==> config.mk <==
export PLATFORM = sky130hd
export DESIGN_NAME = sum_display_scanner
export DESIGN_NICKNAME = d
export VERILOG_FILES = /design/src/rtl/sum_disp_pkg.sv /design/src/rtl/seg7_decoder.sv /design/src/rtl/sum_display_scanner.sv
export SDC_FILE = /design/constraint.sdc
export NUM_CORES = 1
export LEC_CHECK = 0
export CELL_PAD_IN_SITES_DETAIL_PLACEMENT = 1
export CELL_PAD_IN_SITES_GLOBAL_PLACEMENT = 2
export CORE_MARGIN = 2
export CORE_UTILIZATION = 38
export CTS_CLUSTER_SIZE = 14
export DETAILED_ROUTE_END_ITERATION = 8
export PLACE_DENSITY_LB_ADDON = 0.25
export SLEW_MARGIN = 20
export SYNTH_ARGS = -nofsm -noshare
export SYNTH_HDL_FRONTEND = slang
export SYNTH_SLANG_ARGS = --single-unit
==> constraint.sdc <==
create_clock -name clk -period 2.5 [get_ports clk]
set_input_delay 0.25 -clock clk [delete_from_list [all_inputs] [get_ports clk]]
set_output_delay 0.25 -clock clk [all_outputs]
set_load 0.005 [all_outputs]
==> src/rtl/sum_disp_pkg.sv <==
// Shared types and constants for the sum display scanner: FSM states,
// active-low seven-segment codes {g,f,e,d,c,b,a} and the double-dabble step.
package sum_disp_pkg;

    typedef enum logic [1:0] {
        IDLE,
        CONVERT,
        UPDATE
    } state_t;

    localparam int NUM_DIGITS = 4;

    localparam logic [6:0] SEG_0     = 7'h40;
    localparam logic [6:0] SEG_1     = 7'h79;
    localparam logic [6:0] SEG_2     = 7'h24;
    localparam logic [6:0] SEG_3     = 7'h30;
    localparam logic [6:0] SEG_4     = 7'h19;
    localparam logic [6:0] SEG_5     = 7'h12;
    localparam logic [6:0] SEG_6     = 7'h02;
    localparam logic [6:0] SEG_7     = 7'h78;
    localparam logic [6:0] SEG_8     = 7'h00;
    localparam logic [6:0] SEG_9     = 7'h10;
    localparam logic [6:0] SEG_BLANK = 7'h7F;

    // Double-dabble correction: a nibble >= 5 would overflow past 9 once doubled.
    function automatic logic [3:0] add3_if_ge5(input logic [3:0] nib);
        return (nib >= 4'd5) ? nib + 4'd3 : nib;
    endfunction

endpackage

==> src/rtl/seg7_decoder.sv <==
// Combinational BCD-to-seven-segment decoder (active-low); codes 10..15 and
// the blank flag both produce an unlit digit.
module seg7_decoder
    import sum_disp_pkg::*;
(
    input  logic [3:0] bcd_i,
    input  logic       blank_i,
    output logic [6:0] seg_o
);

    always_comb begin
        case (bcd_i)
            4'd0:    seg_o = SEG_0;
            4'd1:    seg_o = SEG_1;
            4'd2:    seg_o = SEG_2;
            4'd3:    seg_o = SEG_3;
            4'd4:    seg_o = SEG_4;
            4'd5:    seg_o = SEG_5;
            4'd6:    seg_o = SEG_6;
            4'd7:    seg_o = SEG_7;
            4'd8:    seg_o = SEG_8;
            4'd9:    seg_o = SEG_9;
            default: seg_o = SEG_BLANK;
        endcase
        if (blank_i) seg_o = SEG_BLANK;
    end

endmodule

==> src/rtl/sum_display_scanner.sv <==
// Captures the adder sum, converts it to BCD one bit per cycle and scans it
// onto a 4-digit common-anode display. Define LEADING_ZERO_BLANK_EN to blank leading zeros.
module sum_display_scanner
    import sum_disp_pkg::*;
#(
    parameter int REFRESH_DIV = 100000,
    parameter int CNT_W       = 17
) (
    input  logic                  clk,
    input  logic                  rst_n,
    input  logic [7:0]            sum_i,
    input  logic                  load_i,
    output logic                  busy_o,
    output logic                  bcd_valid_o,
    output logic [6:0]            seg_o,
    output logic [NUM_DIGITS-1:0] an_o
);

    state_t                r_state;
    logic [7:0]            r_bin;
    logic [11:0]           r_bcd;
    logic [2:0]            r_bit_cnt;
    logic [7:0]            r_pend;
    logic                  r_pend_vld;
    logic                  r_busy;
    logic                  r_bcd_valid;
    logic [3:0]            r_hund;
    logic [3:0]            r_tens;
    logic [3:0]            r_ones;
    logic [CNT_W-1:0]      r_refresh_cnt;
    logic [1:0]            r_scan_idx;
    logic [6:0]            r_seg;
    logic [NUM_DIGITS-1:0] r_an;

    logic [11:0]           w_adj;
    logic [19:0]           w_shifted;
    logic [3:0]            w_digit;
    logic                  w_blank;
    logic [6:0]            w_seg;

    assign w_adj     = {add3_if_ge5(r_bcd[11:8]), add3_if_ge5(r_bcd[7:4]), add3_if_ge5(r_bcd[3:0])};
    assign w_shifted = {w_adj, r_bin} << 1;

    // NOTE: all state below uses non-blocking assignments so every register
    // samples the pre-edge values, independent of statement order.
    always_ff @(posedge clk or negedge rst_n) begin
        if (!rst_n) begin
            r_state     <= IDLE;
            r_bin       <= '0;
            r_bcd       <= '0;
            r_bit_cnt   <= '0;
            r_pend      <= '0;
            r_pend_vld  <= 1'b0;
            r_busy      <= 1'b0;
            r_bcd_valid <= 1'b0;
            r_hund      <= '0;
            r_tens      <= '0;
            r_ones      <= '0;
        end else begin
            r_bcd_valid <= 1'b0;
            case (r_state)
                IDLE: begin
                    if (load_i) begin
                        r_bin     <= sum_i;
                        r_bcd     <= '0;
                        r_bit_cnt <= 3'd7;
                        r_busy    <= 1'b1;
                        r_state   <= CONVERT;
                    end
                end
                CONVERT: begin
                    {r_bcd, r_bin} <= w_shifted;
                    if (load_i) begin
                        r_pend     <= sum_i;
                        r_pend_vld <= 1'b1;
                    end
                    if (r_bit_cnt == 3'd0) begin
                        r_bcd_valid <= 1'b1;
                        r_state     <= UPDATE;
                    end else begin
                        r_bit_cnt <= r_bit_cnt - 3'd1;
                    end
                end
                UPDATE: begin
                    r_hund <= r_bcd[11:8];
                    r_tens <= r_bcd[7:4];
                    r_ones <= r_bcd[3:0];
                    // A queued value wins; a fresh load this cycle becomes the new queued one.
                    if (r_pend_vld || load_i) begin
                        r_bin      <= r_pend_vld ? r_pend : sum_i;
                        r_bcd      <= '0;
                        r_bit_cnt  <= 3'd7;
                        r_pend_vld <= r_pend_vld && load_i;
                        if (load_i) r_pend <= sum_i;
                        r_state    <= CONVERT;
                    end else begin
                        r_busy  <= 1'b0;
                        r_state <= IDLE;
                    end
                end
                default: r_state <= IDLE;
            endcase
        end
    end

    // NOTE: defaults first so every path assigns every output and no latch is inferred.
    always_comb begin
        w_digit = r_ones;
        w_blank = 1'b0;
        case (r_scan_idx)
            2'd0: w_digit = r_ones;
            2'd1: begin
                w_digit = r_tens;
`ifdef LEADING_ZERO_BLANK_EN
                w_blank = (r_hund == 4'd0) && (r_tens == 4'd0);
`endif
            end
            2'd2: begin
                w_digit = r_hund;
`ifdef LEADING_ZERO_BLANK_EN
                w_blank = (r_hund == 4'd0);
`endif
            end
            default: w_blank = 1'b1;
        endcase
    end

    seg7_decoder u_seg7 (
        .bcd_i   (w_digit),
        .blank_i (w_blank),
        .seg_o   (w_seg)
    );

    // Segments and anodes load together at the start of each slot, so a new
    // value never shows up partway through a digit's dwell.
    always_ff @(posedge clk or negedge rst_n) begin
        if (!rst_n) begin
            r_refresh_cnt <= '0;
            r_scan_idx    <= '0;
            r_seg         <= SEG_BLANK;
            r_an          <= '1;
        end else begin
            if (r_refresh_cnt == CNT_W'(REFRESH_DIV - 1)) begin
                r_refresh_cnt <= '0;
                r_scan_idx    <= r_scan_idx + 2'd1;
            end else begin
                r_refresh_cnt <= r_refresh_cnt + 1'b1;
            end
            if (r_refresh_cnt == '0) begin
                r_an  <= ~(NUM_DIGITS'(1) << r_scan_idx);
                r_seg <= w_seg;
            end
        end
    end

    assign busy_o      = r_busy;
    assign bcd_valid_o = r_bcd_valid;
    assign seg_o       = r_seg;
    assign an_o        = r_an;

endmodule

Word-level counts from Yosys, hierarchy flattened:

Memory sizes are Yosys's and may differ from the RTL's.
Cells that the tools add are included.

* ROM bits: 112
* memories: 1
* input bits: 11
* logic and storage cells: 85
* flip-flop bits (word level): 78
* output and inout port bits: 13

* equal/unequal tests: 11
* $add $sub $neg: 6
* mux-type cells: 31
* order comparisons: 3
* shifts and indexed selects: 1
* bitwise operators: 1
* reductions and logical operators: 16

Memory list
* (no name shown): words 16, bits a word 7, rd ports 1, clocked after Yosys merged registers in 0, write ports 0, RTL line seg7_decoder.sv:12 `case (bcd_i)`

Operator list (number)
* two-way mux 8 bit: 5
* case mux 12 bit (3 select lines): 1
* two-way mux 12 bit: 2
* case mux 8 bit (3 select lines): 1
* adder 17 x 1 -> 17 bit, second input constant: 1
* == test 17 bit, second input constant: 1
* zero test 17 bit: 1
* two-way mux 17 bit: 1
* case mux 8 bit (2 select lines): 1
* greater-or-equal comparator 4 x 3 -> 1 bit, second input constant: 3
* two-way mux 3 bit: 4
* != test 2 bit, second input constant: 6
* case mux 3 bit (3 select lines): 1
* AND reduction 3 bit: 3
* adder 4 x 2 -> 4 bit, second input constant: 2
* two-way mux 4 bit: 2
* case mux 4 bit (2 select lines): 1
* two-way mux 7 bit: 1
* two-way mux 1 bit: 6
* case mux 2 bit (3 select lines): 1
* == test 2 x 1 -> 1 bit, second input constant: 2
* == test 2 bit, second input constant: 2
* zero test 2 bit: 2
* two-way mux 2 bit: 2
* other kinds (14): 17

Longest topological paths before layout:

An unclocked memory read counts as a cell.

* depth after elaboration: 4
* mapped depth: 9

Modules after synthesis:

A second synthesis with hierarchy kept.

* cells, all modules: 390
* area total of the unflattened synthesis: 4222.8 um^2

By module, submodules not included
* sum_display_scanner: area an instance 3986.3 um^2, instances 1, sequential area each 1965.6 um^2, cells an instance 357
* seg7_decoder: area an instance 236.5 um^2, instances 1, sequential area each 0.0 um^2, cells an instance 33

Least setup slack after synthesis:

No wires, ideal clock.

* kind: flip-flop to flip-flop
* from: register r_scan_idx[0]
* to: register r_seg[6], in the netlist seg_o[6]
* path buffers: 1
* clock period less this slack: 1.965 ns
* setup slack: 0.535 ns
* cell stages (with the launch flop): 10
* setup time: 0.087 ns
* data required time: 2.413 ns
* data arrival time: 1.877 ns
* path through: dfrtp_1 inv_1 ha_1 buf_4 mux2i_1 inv_1 ha_1 o21a_1 a21oi_1 a21oi_1

* cells in the longest elaborated chain, start to end: 4
* elaborated cells on any way between the ends: 7

Ends and longest elaborated chain
* from (decl): RTL line sum_display_scanner.sv:31 `logic [1:0] r_scan_idx;`
* from (signal assigned): RTL line sum_display_scanner.sv:145 `r_scan_idx <= r_scan_idx + 2'd1;`
* == test 2 bit / == test 2 x 1 -> 1 bit (equally long branches): RTL line sum_display_scanner.sv:110 `case (r_scan_idx)`
* case mux 4 bit (2 select lines): RTL line sum_display_scanner.sv:110
* memory read (16 x 7 bit)
* two-way mux 7 bit (*): RTL line seg7_decoder.sv:25 `if (blank_i) seg_o = SEG_BLANK;`
* to (signal assigned): RTL line sum_display_scanner.sv:151 `r_seg <= w_seg;`
* to (decl): RTL line sum_display_scanner.sv:32 `logic [6:0] r_seg;`

Mark *: on every way between the ends. The rest lies on a longest branch, timed or not.
A chain may end at the register's enable or synchronous reset.

Worst setup path after layout:

Same ends and word-level chain as after synthesis.

==> results.toml <==
[run_status]
status = "finished clean"

[grt]
track_usage_pct = 16.9
grt_max_degree = 74
antenna_found_initial = 0
grt_pass1_wl_um = 15200
grt_pass1_vias = 3098
gr-total-overflow = 0

[timing]
tightest_slew_ns = 0.937
skew_ns = 0.00751
slew_headroom_pct = 37.5
fmax_ghz = 0.440
setup_viol = 0
final.period_utilization_pct = 90.9
min_period_ns = 2.27
fin_setup_tns_ns = 0
rsz0062_at_grt = "false"
hold_violations = 0
finalMaxSlewViolations = 0

[pwr]
vdd_drop_max_uv = 327
p_per_area_nw_per_um2 = 796
power.total_mw = 3.70
p_leak_nw = 2.09

[clock_network]
clk_latency_ns = 0.36
path_clk_slew_ns = 0.08
clock-sinks = 78
cts_made_buffers = 9
post_cts_buffers = 0
cts_htree_levels = 3
cts-resized-gates = 0
ctsHoldBuffers = 0
cts_tree = "yes"
clockBufferDepth = 2
clock-root-buffer = "clkbuf_8"

[worst_setup_path]
start_kind = "flip-flop"
cp-end-kind = "flip-flop"
worstPathMaxFanout = 8
cp.required_ns = 2.78
worstSetupPathType = "flip-flop to flip-flop"
critPathArrivalTime_ns = 2.55

[detailed_routing]
drtPass1Iterations = 5
drt_wl_total_um = 8590
vias = 2989
wl_per_cell_um = 14.9
drt_iter0_markers = 100
postRouteAntennaNets = 0
viasPerCell = 5.17
drc = 0

[finish]
drive_gt1_share_pct = 13.1
utilization_pct = 45.2
seq_area_sq_um = 1970
final_cell_mix = "dfrtp_1, nand2_1, o21ai_0"
area_delta_synth_final_pct = 16.0
nNetsFinal = 471
postLayoutCellArea_sq_um = 4650
fill_cells = 1174
fin_cells = 578
final_common_cell = "dfrtp_1"
multiInputGateArea_sq_um = 1850
n_antenna_cell = 0

[floorplan]
rows = 37
pin_count = 24
core-area_sq_um = 10300
start_util_pct = 39.0
die_y_um = 107
dieArea_sq_um = 11400
die_w_um = 107

[placed_design]
placed_cell_area_sq_um = 4410
portBuffers = 23
dp_hpwl_um = 6040
globalplace.congestion = 0.713
dp_cells = 563

[yosys]
synth.distinct_cells = 49
synth_top_area_share_pct = 41.8
seq_area_frac_synth_pct = 49.1
synthCells = 408
ys_top_cells_by_area = "dfrtp_1, dfstp_2, ha_1"
synth_nets = 441
ys_seq_elements = 78
yosys_warnings = 0
synth-edff-count = 0
synth_area_per_cell_sq_um = 9.82
synth.largest_area_cell = "dfrtp_1"
syn-cell-area_sq_um = 4010
async_flop_share_pct = 100
ys.flop_type = "dfrtp_1"

[min_path]
hold_class = "input pin to asynchronous set/reset pin"

[flow_run]
cap_viol_max_count = 0
sequential cells by signal, summed over array words and instances, names as in the netlist:
signal / count
seg_o: 7
bcd_valid_o: 1
r_bin: 8
r_refresh_cnt: 17
r_hund: 4
busy_o: 1
r_pend_vld: 1
r_state: 2
r_ones: 4
an_o: 4
r_bit_cnt: 3
r_bcd: 12
r_scan_idx: 2
r_tens: 4
r_pend: 8
critical path, stage by stage, from the launching register on:
cell and delay [ns]:
dfrtp_1 0.40, inv_1 0.11, ha_1 0.45, mux2i_1 0.50, inv_1 0.09, ha_1 0.21, o21a_1 0.19, a21oi_1 0.15
a21oi_1 0.09
synth_stat cells (all sizes together), types with 2 or more instances:
cell,count
dfrtp,67
nand2,49
o21ai,42
nor2,37
inv,30
ha,22
a21oi,19
nand3,18
mux2,12
xnor2,12
a22o,11
dfstp,11
clkbuf,9
xor2,7
a222oi,6
buf,6
a31oi,5
and3,5
and4,4
nor3,4
a22oi,3
nand2b,3
o31ai,3
mux2i,2
nor2b,2
nor3b,2
o21bai,2
o22ai,2
where the power goes:
group | internal (mW) | switching, mW | total (mW)
sequential | 1.46 | 0.140 | 1.60
clock | 0.684 | 0.465 | 1.15
combinational | 0.384 | 0.563 | 0.947
stage by stage:
step | setup WS, ns | hold WS [ns]
finish | 0.227 | 0.0120
global route | 0.0334 | 0.103
CTS | 0.205 | 0.0721
detailed placement | 0.228 | 0.472
global placement | 0.339 | 0.462
floorplan | 0.535 | -0.0456
routing by layer:
metal  global-route usage [%]  up-vias  wire (um)
met3                     2.43       10        147
met1                     22.2     1480       4170
met5                        0        -          0
met2                     27.5       27       4080
met4                     8.35        0        197
li1                         -     1472          -
logic make-up after synthesis:
family                   after synthesis  share of synthesized area (%)
AO/OA/AOI/OAI                        100                           15.7
adder cells (fa/ha/maj)               22                           6.87
XOR/XNOR                              19                           4.15
buffers and inverters                 46                           4.87
flip-flops                            78                           49.1
multiplexers                          14                           3.87
AND/OR/NAND/NOR                      129                           15.5
area by class of cell:
type	instances	share of cell area, %
clock buffers	11	3.04
clock inverters	4	2.05
inverters	31	2.50
multi-input cells	284	39.8
flip-flops and latches	78	42.3
well taps	136	3.66
repair buffers	34	6.68
worst paths after layout:
| path | startpoint | end | slack, ns | cells past startpoint |
|---|---|---|---|---|
| min reg2reg | an_o[0] | an_o[0] | 0.48 | 2 |
| max | r_scan_idx[0] | seg_o[6] | 0.23 | 8 |
| max in group asynchronous | rst_n | seg_o[6] | 1.74 | 2 |
| min in group clk | an_o[0] | an_o[0] | 0.48 | 2 |
| max reg2reg | r_scan_idx[0] | seg_o[6] | 0.23 | 8 |
| min | rst_n | r_refresh_cnt[16] | 0.01 | 1 |
Power figures use the tool's default switching activity.
